**src/rtl/pot_scan_ctrl.sv**
```systemverilog
// pot_scan_ctrl
//   Round-robin scanner for the six equalizer slide pots. It sequences the
//   external A2D through a fixed channel order, keeps the latest reading of
//   each pot in a register, and flags scan completion, first-scan validity
//   and lost conversions.
//
// Parameters
//   GAP_CYCLES : idle cycles between a conversion completing and the next start (>= 1)
//   TIMEOUT    : cycles allowed in WAIT for cnv_cmplt before the conversion is retried
//
// Ports
//   clk, rst_n          : system clock, asynchronous active-low reset
//   en                  : scan enable, sampled only between conversions
//   cnv_cmplt, res      : A2D completion pulse and the 12-bit result valid with it
//   strt_cnv, chnnl     : one-cycle conversion start and the channel select
//   POT_LP..POT_VOL     : latest reading of each pot
//   scan_done           : one-cycle pulse after each full six-channel scan
//   pots_valid          : sticky, set after the first complete scan
//   a2d_err             : sticky, set on any conversion timeout
module pot_scan_ctrl #(
  parameter int GAP_CYCLES = 16,
  parameter int TIMEOUT    = 4096
) (
  input  logic        clk,
  input  logic        rst_n,
  input  logic        en,
  input  logic        cnv_cmplt,
  input  logic [11:0] res,
  output logic        strt_cnv,
  output logic [2:0]  chnnl,
  output logic [11:0] POT_LP,
  output logic [11:0] POT_B1,
  output logic [11:0] POT_B2,
  output logic [11:0] POT_B3,
  output logic [11:0] POT_HP,
  output logic [11:0] POT_VOL,
  output logic        scan_done,
  output logic        pots_valid,
  output logic        a2d_err
);

  // Counters run 0..N-1, so clog2(N) bits suffice; keep at least one bit.
  localparam int GW = (GAP_CYCLES > 1) ? $clog2(GAP_CYCLES) : 1;
  localparam int TW = (TIMEOUT > 1) ? $clog2(TIMEOUT) : 1;
  localparam logic [GW-1:0] GAP_LAST = GW'(GAP_CYCLES - 1);
  localparam logic [TW-1:0] TO_LAST  = TW'(TIMEOUT - 1);
  localparam logic [2:0]    LAST_SLOT = 3'd5;

  typedef enum logic [1:0] {
    ST_IDLE,
    ST_WAIT,
    ST_GAP
  } state_t;

  // Slot order is LP, B1, B2, B3, HP, VOL; the board wiring scrambles the
  // A2D channel numbers.
  function automatic logic [2:0] slot_chnnl(input logic [2:0] s);
    logic [2:0] c;
    case (s)
      3'd0:    c = 3'd1;
      3'd1:    c = 3'd0;
      3'd2:    c = 3'd4;
      3'd3:    c = 3'd2;
      3'd4:    c = 3'd3;
      3'd5:    c = 3'd7;
      default: c = 3'd1;
    endcase
    return c;
  endfunction

  state_t          state_reg, state_next;
  logic [2:0]      slot_reg, slot_next;
  logic [GW-1:0]   gap_cnt_reg, gap_cnt_next;
  logic [TW-1:0]   to_cnt_reg, to_cnt_next;
  logic            strt_reg, strt_next;
  logic [2:0]      chnnl_reg, chnnl_next;
  logic [11:0]     pot_reg [6];
  logic [11:0]     pot_next [6];
  logic            scan_done_reg, scan_done_next;
  logic            pots_valid_reg, pots_valid_next;
  logic            a2d_err_reg, a2d_err_next;

  always_ff @(posedge clk or negedge rst_n) begin
    if (!rst_n) begin
      state_reg      <= ST_IDLE;
      slot_reg       <= 3'd0;
      gap_cnt_reg    <= '0;
      to_cnt_reg     <= '0;
      strt_reg       <= 1'b0;
      chnnl_reg      <= 3'd1;
      scan_done_reg  <= 1'b0;
      pots_valid_reg <= 1'b0;
      a2d_err_reg    <= 1'b0;
      for (int i = 0; i < 6; i++) begin
        pot_reg[i] <= 12'h000;
      end
    end else begin
      state_reg      <= state_next;
      slot_reg       <= slot_next;
      gap_cnt_reg    <= gap_cnt_next;
      to_cnt_reg     <= to_cnt_next;
      strt_reg       <= strt_next;
      chnnl_reg      <= chnnl_next;
      scan_done_reg  <= scan_done_next;
      pots_valid_reg <= pots_valid_next;
      a2d_err_reg    <= a2d_err_next;
      for (int i = 0; i < 6; i++) begin
        pot_reg[i] <= pot_next[i];
      end
    end
  end

  always_comb begin
    state_next      = state_reg;
    slot_next       = slot_reg;
    gap_cnt_next    = gap_cnt_reg;
    to_cnt_next     = to_cnt_reg;
    strt_next       = 1'b0;
    chnnl_next      = chnnl_reg;
    scan_done_next  = 1'b0;
    pots_valid_next = pots_valid_reg;
    a2d_err_next    = a2d_err_reg;
    for (int i = 0; i < 6; i++) begin
      pot_next[i] = pot_reg[i];
    end

    case (state_reg)
      ST_IDLE: begin
        if (en) begin
          strt_next   = 1'b1;
          chnnl_next  = slot_chnnl(slot_reg);
          to_cnt_next = '0;
          state_next  = ST_WAIT;
        end
      end

      ST_WAIT: begin
        // Completion is checked first so a reply landing on the expiry
        // cycle is still captured without an error.
        if (cnv_cmplt) begin
          for (int i = 0; i < 6; i++) begin
            if (slot_reg == 3'(i)) begin
              pot_next[i] = res;
            end
          end
          to_cnt_next  = '0;
          gap_cnt_next = '0;
          state_next   = ST_GAP;
        end else if (to_cnt_reg == TO_LAST) begin
          // Lost conversion: flag it and retry the same slot.
          a2d_err_next = 1'b1;
          to_cnt_next  = '0;
          state_next   = ST_IDLE;
        end else begin
          to_cnt_next = to_cnt_reg + 1'b1;
        end
      end

      ST_GAP: begin
        if (gap_cnt_reg == GAP_LAST) begin
          gap_cnt_next = '0;
          state_next   = ST_IDLE;
          if (slot_reg == LAST_SLOT) begin
            slot_next       = 3'd0;
            scan_done_next  = 1'b1;
            pots_valid_next = 1'b1;
          end else begin
            slot_next = slot_reg + 3'd1;
          end
        end else begin
          gap_cnt_next = gap_cnt_reg + 1'b1;
        end
      end

      default: begin
        state_next = ST_IDLE;
      end
    endcase
  end

  assign strt_cnv   = strt_reg;
  assign chnnl      = chnnl_reg;
  assign scan_done  = scan_done_reg;
  assign pots_valid = pots_valid_reg;
  assign a2d_err    = a2d_err_reg;
  assign POT_LP     = pot_reg[0];
  assign POT_B1     = pot_reg[1];
  assign POT_B2     = pot_reg[2];
  assign POT_B3     = pot_reg[3];
  assign POT_HP     = pot_reg[4];
  assign POT_VOL    = pot_reg[5];

endmodule

```
**config.mk**
```make
export PLATFORM = sky130hd
export DESIGN_NAME = pot_scan_ctrl
export DESIGN_NICKNAME = d
export VERILOG_FILES = /design/src/rtl/pot_scan_ctrl.sv
export SDC_FILE = /design/constraint.sdc
export NUM_CORES = 1
export LEC_CHECK = 0
export BUFFER_PORTS_ARGS = -buffer_cell sky130_fd_sc_hd__clkbuf_2
export CAP_MARGIN = 0
export CORE_MARGIN = 5
export CORE_UTILIZATION = 57
export CTS_CLUSTER_SIZE = 10
export DETAILED_ROUTE_END_ITERATION = 12
export PLACE_DENSITY_LB_ADDON = 0.1
export SLEW_MARGIN = 20
export SYNTH_ARGS = -nofsm -noshare
export SYNTH_HDL_FRONTEND = slang
export SYNTH_SLANG_ARGS = --single-unit
```
**constraint.sdc**
```tcl
create_clock -name clk -period 4.05 [get_ports clk]
set_input_delay 0.2025 -clock clk [delete_from_list [all_inputs] [get_ports clk]]
set_output_delay 0.2025 -clock clk [all_outputs]
set_load 0.01 [all_outputs]
```
# Word-level counts from Yosys, hierarchy flattened
# Cells that the tools add are included.
[classes]
add_sub_neg = 3
mul = 0
n_div = 0
order_cmp = 0
eq_ne = 13
n_shift = 0
mux = 19
bitwise_logic = 1
reduce_logical = 17
[op_table]
columns = ["operator", "count"]
rows = [
  ["$mux W12", 3],
  ["$reduce_and A3 Y1", 9],
  ["$pmux W12 S2", 1],
  ["$pmux W3 S5", 1],
  ["$add A12 B1 Y12 const B", 1],
  ["$eq A12 B12 Y1 const B", 1],
  ["$mux W2", 4],
  ["$mux W4", 2],
  ["$pmux W4 S2", 1],
  ["$reduce_and A2 Y1", 4],
  ["$eq A3 B2 Y1 const B", 2],
  ["$eq A3 B3 Y1 const B", 2],
  ["$ne A2 B2 Y1 const B", 3],
  ["$pmux W2 S3", 1],
  ["$mux W1", 5],
  ["$add A4 B1 Y4 const B", 1],
  ["$eq A4 B4 Y1 const B", 1],
  ["$reduce_bool A2 Y1", 2],
  ["$add A3 B1 Y3 const B", 1],
  ["$eq A3 B1 Y1 const B", 1],
  ["$logic_not A3 Y1", 1],
  ["$mux W3", 1],
  ["$ne A3 B3 Y1 const B", 1],
  ["$eq A2 B1 Y1 const B", 1],
  ["3 further kinds", 3],
]
[word_totals]
register_bits = 100
latch_bits = 0
ramBits = 0
rom_bits = 0
in_bits = 16
output_inout_bits = 79
word_cells = 68
memories = 0

# Depth between registers and ports, before layout
[logic_depth]
depth_word = 4
ltp_mapped = 6

# Worst setup path before layout
# Ideal clock, no wire load.
[synth_path]
kind = "register to register"
startpoint = "register to_cnt_reg[0]"
endpoint = "register to_cnt_reg[1]"
setup_time_ns = 0.121
t_arrival_ns = 1.677
required_time_ns = 3.929
slack_ns = 2.252
path_stages_with_launch = 7
synth_period_minus_slack_ns = 1.798
cell_sequence = "dfrtp_1 ha_1 nand3_1 or4_1 buf_2 and2_4 a22o_1"
[synth_via]
elab_chain_len = 4
elab_cells_between_ends = 5
cone_classes = "add/sub: 1; eq/ne: 1; mux: 3"
[synth_lines]
columns = ["item", "line_no", "text"]
rows = [
  ["start, declared", "74", "logic [TW-1:0] to_cnt_reg, to_cnt_next;"],
  ["start signal, assigned", "101", "to_cnt_reg <= to_cnt_next;"],
  ["$add A12 B1 Y12 or $eq A12 B12 Y1 (tied branches)", "155, 149", ""],
  ["$mux W12 *", "149", "end else if (to_cnt_reg == TO_LAST) begin"],
  ["$mux W12 *", "140", "if (cnv_cmplt) begin"],
  ["$pmux W12 S2 *", "127", "case (state_reg)"],
]
# Every way passes the cells marked *; elsewhere a longest branch is shown, timed or not.
# A chain may end at the register's enable or synchronous reset.

# Final worst setup path
[layout_path]
startpoint = "register state_reg[1]"
endpoint = "register pot_reg (netlist bit POT_HP[5])"
[layout_via]
elab_chain_len = 2
[layout_lines]
columns = ["item", "line_no", "text"]
rows = [
  ["start, declared", "71", "state_t state_reg, state_next;"],
  ["start signal, assigned", "98", "state_reg <= state_next;"],
  ["$eq A2 B1 Y1", "127", ""],
  ["$reduce_and A3 Y1 (no source line)", "-", ""],
  ["end signal, assigned by index", "108", "pot_reg[i] <= pot_next[i];"],
  ["end, declared", "77", "logic [11:0] pot_reg [6];"],
]
# Every way passes these cells.

==> flow_metrics.env <==
export IMPL_power_switching_share=0.302
export IMPL_wl_per_cell_um=17.1
export IMPL_vdd_drop_max_mv=0.212
export IMPL_use_met1=0.293
export IMPL_crit_type="register to register"
export IMPL_finClkSkew_ps=12.2
export IMPL_final_net_count=425
export IMPL_grt_max_degree=76
export IMPL_cp_startpoint="state_reg[1]"
export IMPL_synthFlopType="dfrtp_1"
export IMPL_numCtsBuffers=9
export IMPL_end_kind="register"
export IMPL_combPwrFrac=0.186
export IMPL_fin_tns_setup_ps=0
export IMPL_num_io_pins=95
export IMPL_avgSynthCellArea_um2=13.3
export IMPL_tightest_slew_ps=929
export IMPL_std_cell_rows=30
export IMPL_dp_hpwl_um=6090
export IMPL_p_per_area_mw_per_mm2=446
export IMPL_place_gp_congestion=0.879
export IMPL_yosysUniqueCellTypes=40
export IMPL_overflow=0
export IMPL_io_buffers=94
export IMPL_fin_util=0.705
export IMPL_rsz0062_at_grt="false"
export IMPL_use_met3=0.0494
export IMPL_required_ps=4290
export IMPL_max_freq_mhz=467
export IMPL_htreeDepth=3
export IMPL_fp_dieH_um=94.7
export IMPL_timing_slew_headroom=0.381
export IMPL_ys_seq_elements=100
export IMPL_hold_viol=0
export IMPL_r2r_start="state_reg[1]"
export IMPL_clk_latency_ps=360
export IMPL_maxCapViolations=0
export IMPL_drt_pass1_iter_count=4
export IMPL_slew_viol_final=0
export IMPL_drtIter0Drc=129
export IMPL_route_vias_total=2831
export IMPL_crit_fanout=12
export IMPL_antenna_left=0
export IMPL_p_int_mw=1.51
export IMPL_min_period_ps=2140
export IMPL_rr_endpoint="POT_HP[5]"
export IMPL_p_sw_mw=0.653
export IMPL_postCtsHoldBufs=1
export IMPL_crit_end="POT_HP[5]"
export IMPL_cts_path_max_buffers=2
export IMPL_synth_area_mm2=0.00409
export IMPL_min_path_cells=2
export IMPL_antenna_cells=0
export IMPL_grt_pass1_vias=2672
export IMPL_synth_nets=327
export IMPL_initial_core_util=0.595
export IMPL_grt_busiest_layer="met2"
export IMPL_setup_viol=0
export IMPL_crit_arrival_ps=2380
export IMPL_ff2ff_setup_slack_ps=1910
export IMPL_power_frac_seq=0.545
export IMPL_core_area_mm2=0.00687
export IMPL_final_area_mm2=0.00485
export IMPL_synthesis_instances=307
export IMPL_grt_pass1_wl_um=13900
export IMPL_viasPerCell=5.59
export IMPL_total_power_mw=2.16
export IMPL_r2r_cells=3
export IMPL_p_leak_nw=2.55
export IMPL_startpoint_type="register"
export IMPL_clkSinkCount=100
export IMPL_period_share=0.528
export IMPL_status="finished, final reports clean"
export IMPL_hp_class="input pin to register"
export IMPL_route_final_wire_length_um=8660
export IMPL_cts_resized=0
export IMPL_drive_gt1_frac=0.471
export IMPL_root_buffer="clkbuf_8"
export IMPL_ys_seq_area_frac=0.613
export IMPL_antenna_found_initial=0
export IMPL_synth_edf_count=0
export IMPL_yosysWarnings=0
export IMPL_placedInstanceArea_mm2=0.00466
export IMPL_areaGrowthSynthToFinish_pct=18.6
export IMPL_postCtsSetupRepairBufs=0
export IMPL_p_clk_frac=0.269
export IMPL_grt_usage=0.203
export IMPL_finalHoldWorstSlack_ps=151
export IMPL_die_width_um=94.7
export IMPL_drc=0
export IMPL_cts_tree="built"
export IMPL_clkTransAtPathRegs_ps=100
export IMPL_async_flop_share=1.00
export IMPL_gr_usage_met2=0.301
export IMPL_die_area_mm2=0.00896
==> synth_stat cells (3+ instances only) <==
library cell | instances | area, µm²
inv_1 | 9 | 33.8
nand4_1 | 9 | 56.3
dfrtp_1 | 99 | 2480
nor2_1 | 10 | 37.5
nand3_1 | 8 | 40.0
mux2_2 | 72 | 811
a21oi_1 | 4 | 20.0
a31oi_1 | 4 | 25.0
o21ai_0 | 13 | 65.1
buf_2 | 9 | 45.0
nand2_1 | 22 | 82.6
and3_1 | 3 | 18.8
ha_1 | 4 | 50.1
a31o_1 | 3 | 26.3
o31ai_1 | 3 | 22.5
clkbuf_1 | 3 | 11.3
==> power by group through the flow <==
stage	logic (mW)	registers, mW	clock network [mW]
after global routing	0.447	1.19	0.639
after global placement	0.397	1.19	0
after detailed placement	0.405	1.19	0
final	0.402	1.18	0.581
after CTS	0.408	1.17	0.596
after floorplan	0.230	1.21	0
==> metal layers <==
metal	share of wire	vias to the layer above	wire length [µm]
met5	0	-	0
met4	0.014	0	119
met3	0.077	15	665
met2	0.46	112	3960
met1	0.45	1402	3920
li1	-	1302	-
==> area by class of cell <==
cell class	count	area [µm²]
flip-flops and latches	100	2500
fillers	504	2020
multi-input cells	186	1500
repair buffers	99	513
clock buffers	10	128
well taps	96	120
clock inverters	6	48.8
inverters	9	33.8
==> logic make-up (layout without fill, tap and decap cells) <==
kind of cell / count (synthesis) / in the layout / synth area share
AND/OR/NAND/NOR: 70 / 70 / 0.0891
flip-flops: 100 / 100 / 0.613
multiplexers: 73 / 73 / 0.201
AO/OA/AOI/OAI: 38 / 38 / 0.0609
XOR/XNOR: 1 / 1 / 0.00214
buffers and inverters: 21 / 124 / 0.0220
adder cells (fa/ha/maj): 4 / 4 / 0.0122
==> worst min-delay path by stage <==
stage	start	to
after detailed placement	rst_n	strt_cnv
after global placement	rst_n	strt_cnv
after CTS	res[2]	POT_B3[2]
final	res[2]	POT_B3[2]
after global routing	res[9]	POT_B1[9]
after floorplan	rst_n	POT_B1[0]
==> cells in the final DEF, fill, tap and decap left out, types with 5 or more instances in the layout <==
master and n:
dfrtp_1 99, clkbuf_2 93, mux2_2 72, nand2_1 22, o21ai_0 13, nor2_1 10
inv_1 9, nand4_1 9, clkbuf_8 9, nand3_1 8, buf_4 5
==> stage by stage <==
step	instances	setup WS, ps
global placement	489	1960
floorplan	307	2250
CTS	506	1890
detailed placement	489	1910
global route	506	1780
finish	506	1910
==> worst max-delay path, cell delays in order, from the launching register on <==
cell	delay, ps
dfrtp_1	480
and3b_1	350
nand4_1	660
mux2_2	530
Power figures use the tool's default switching activity.
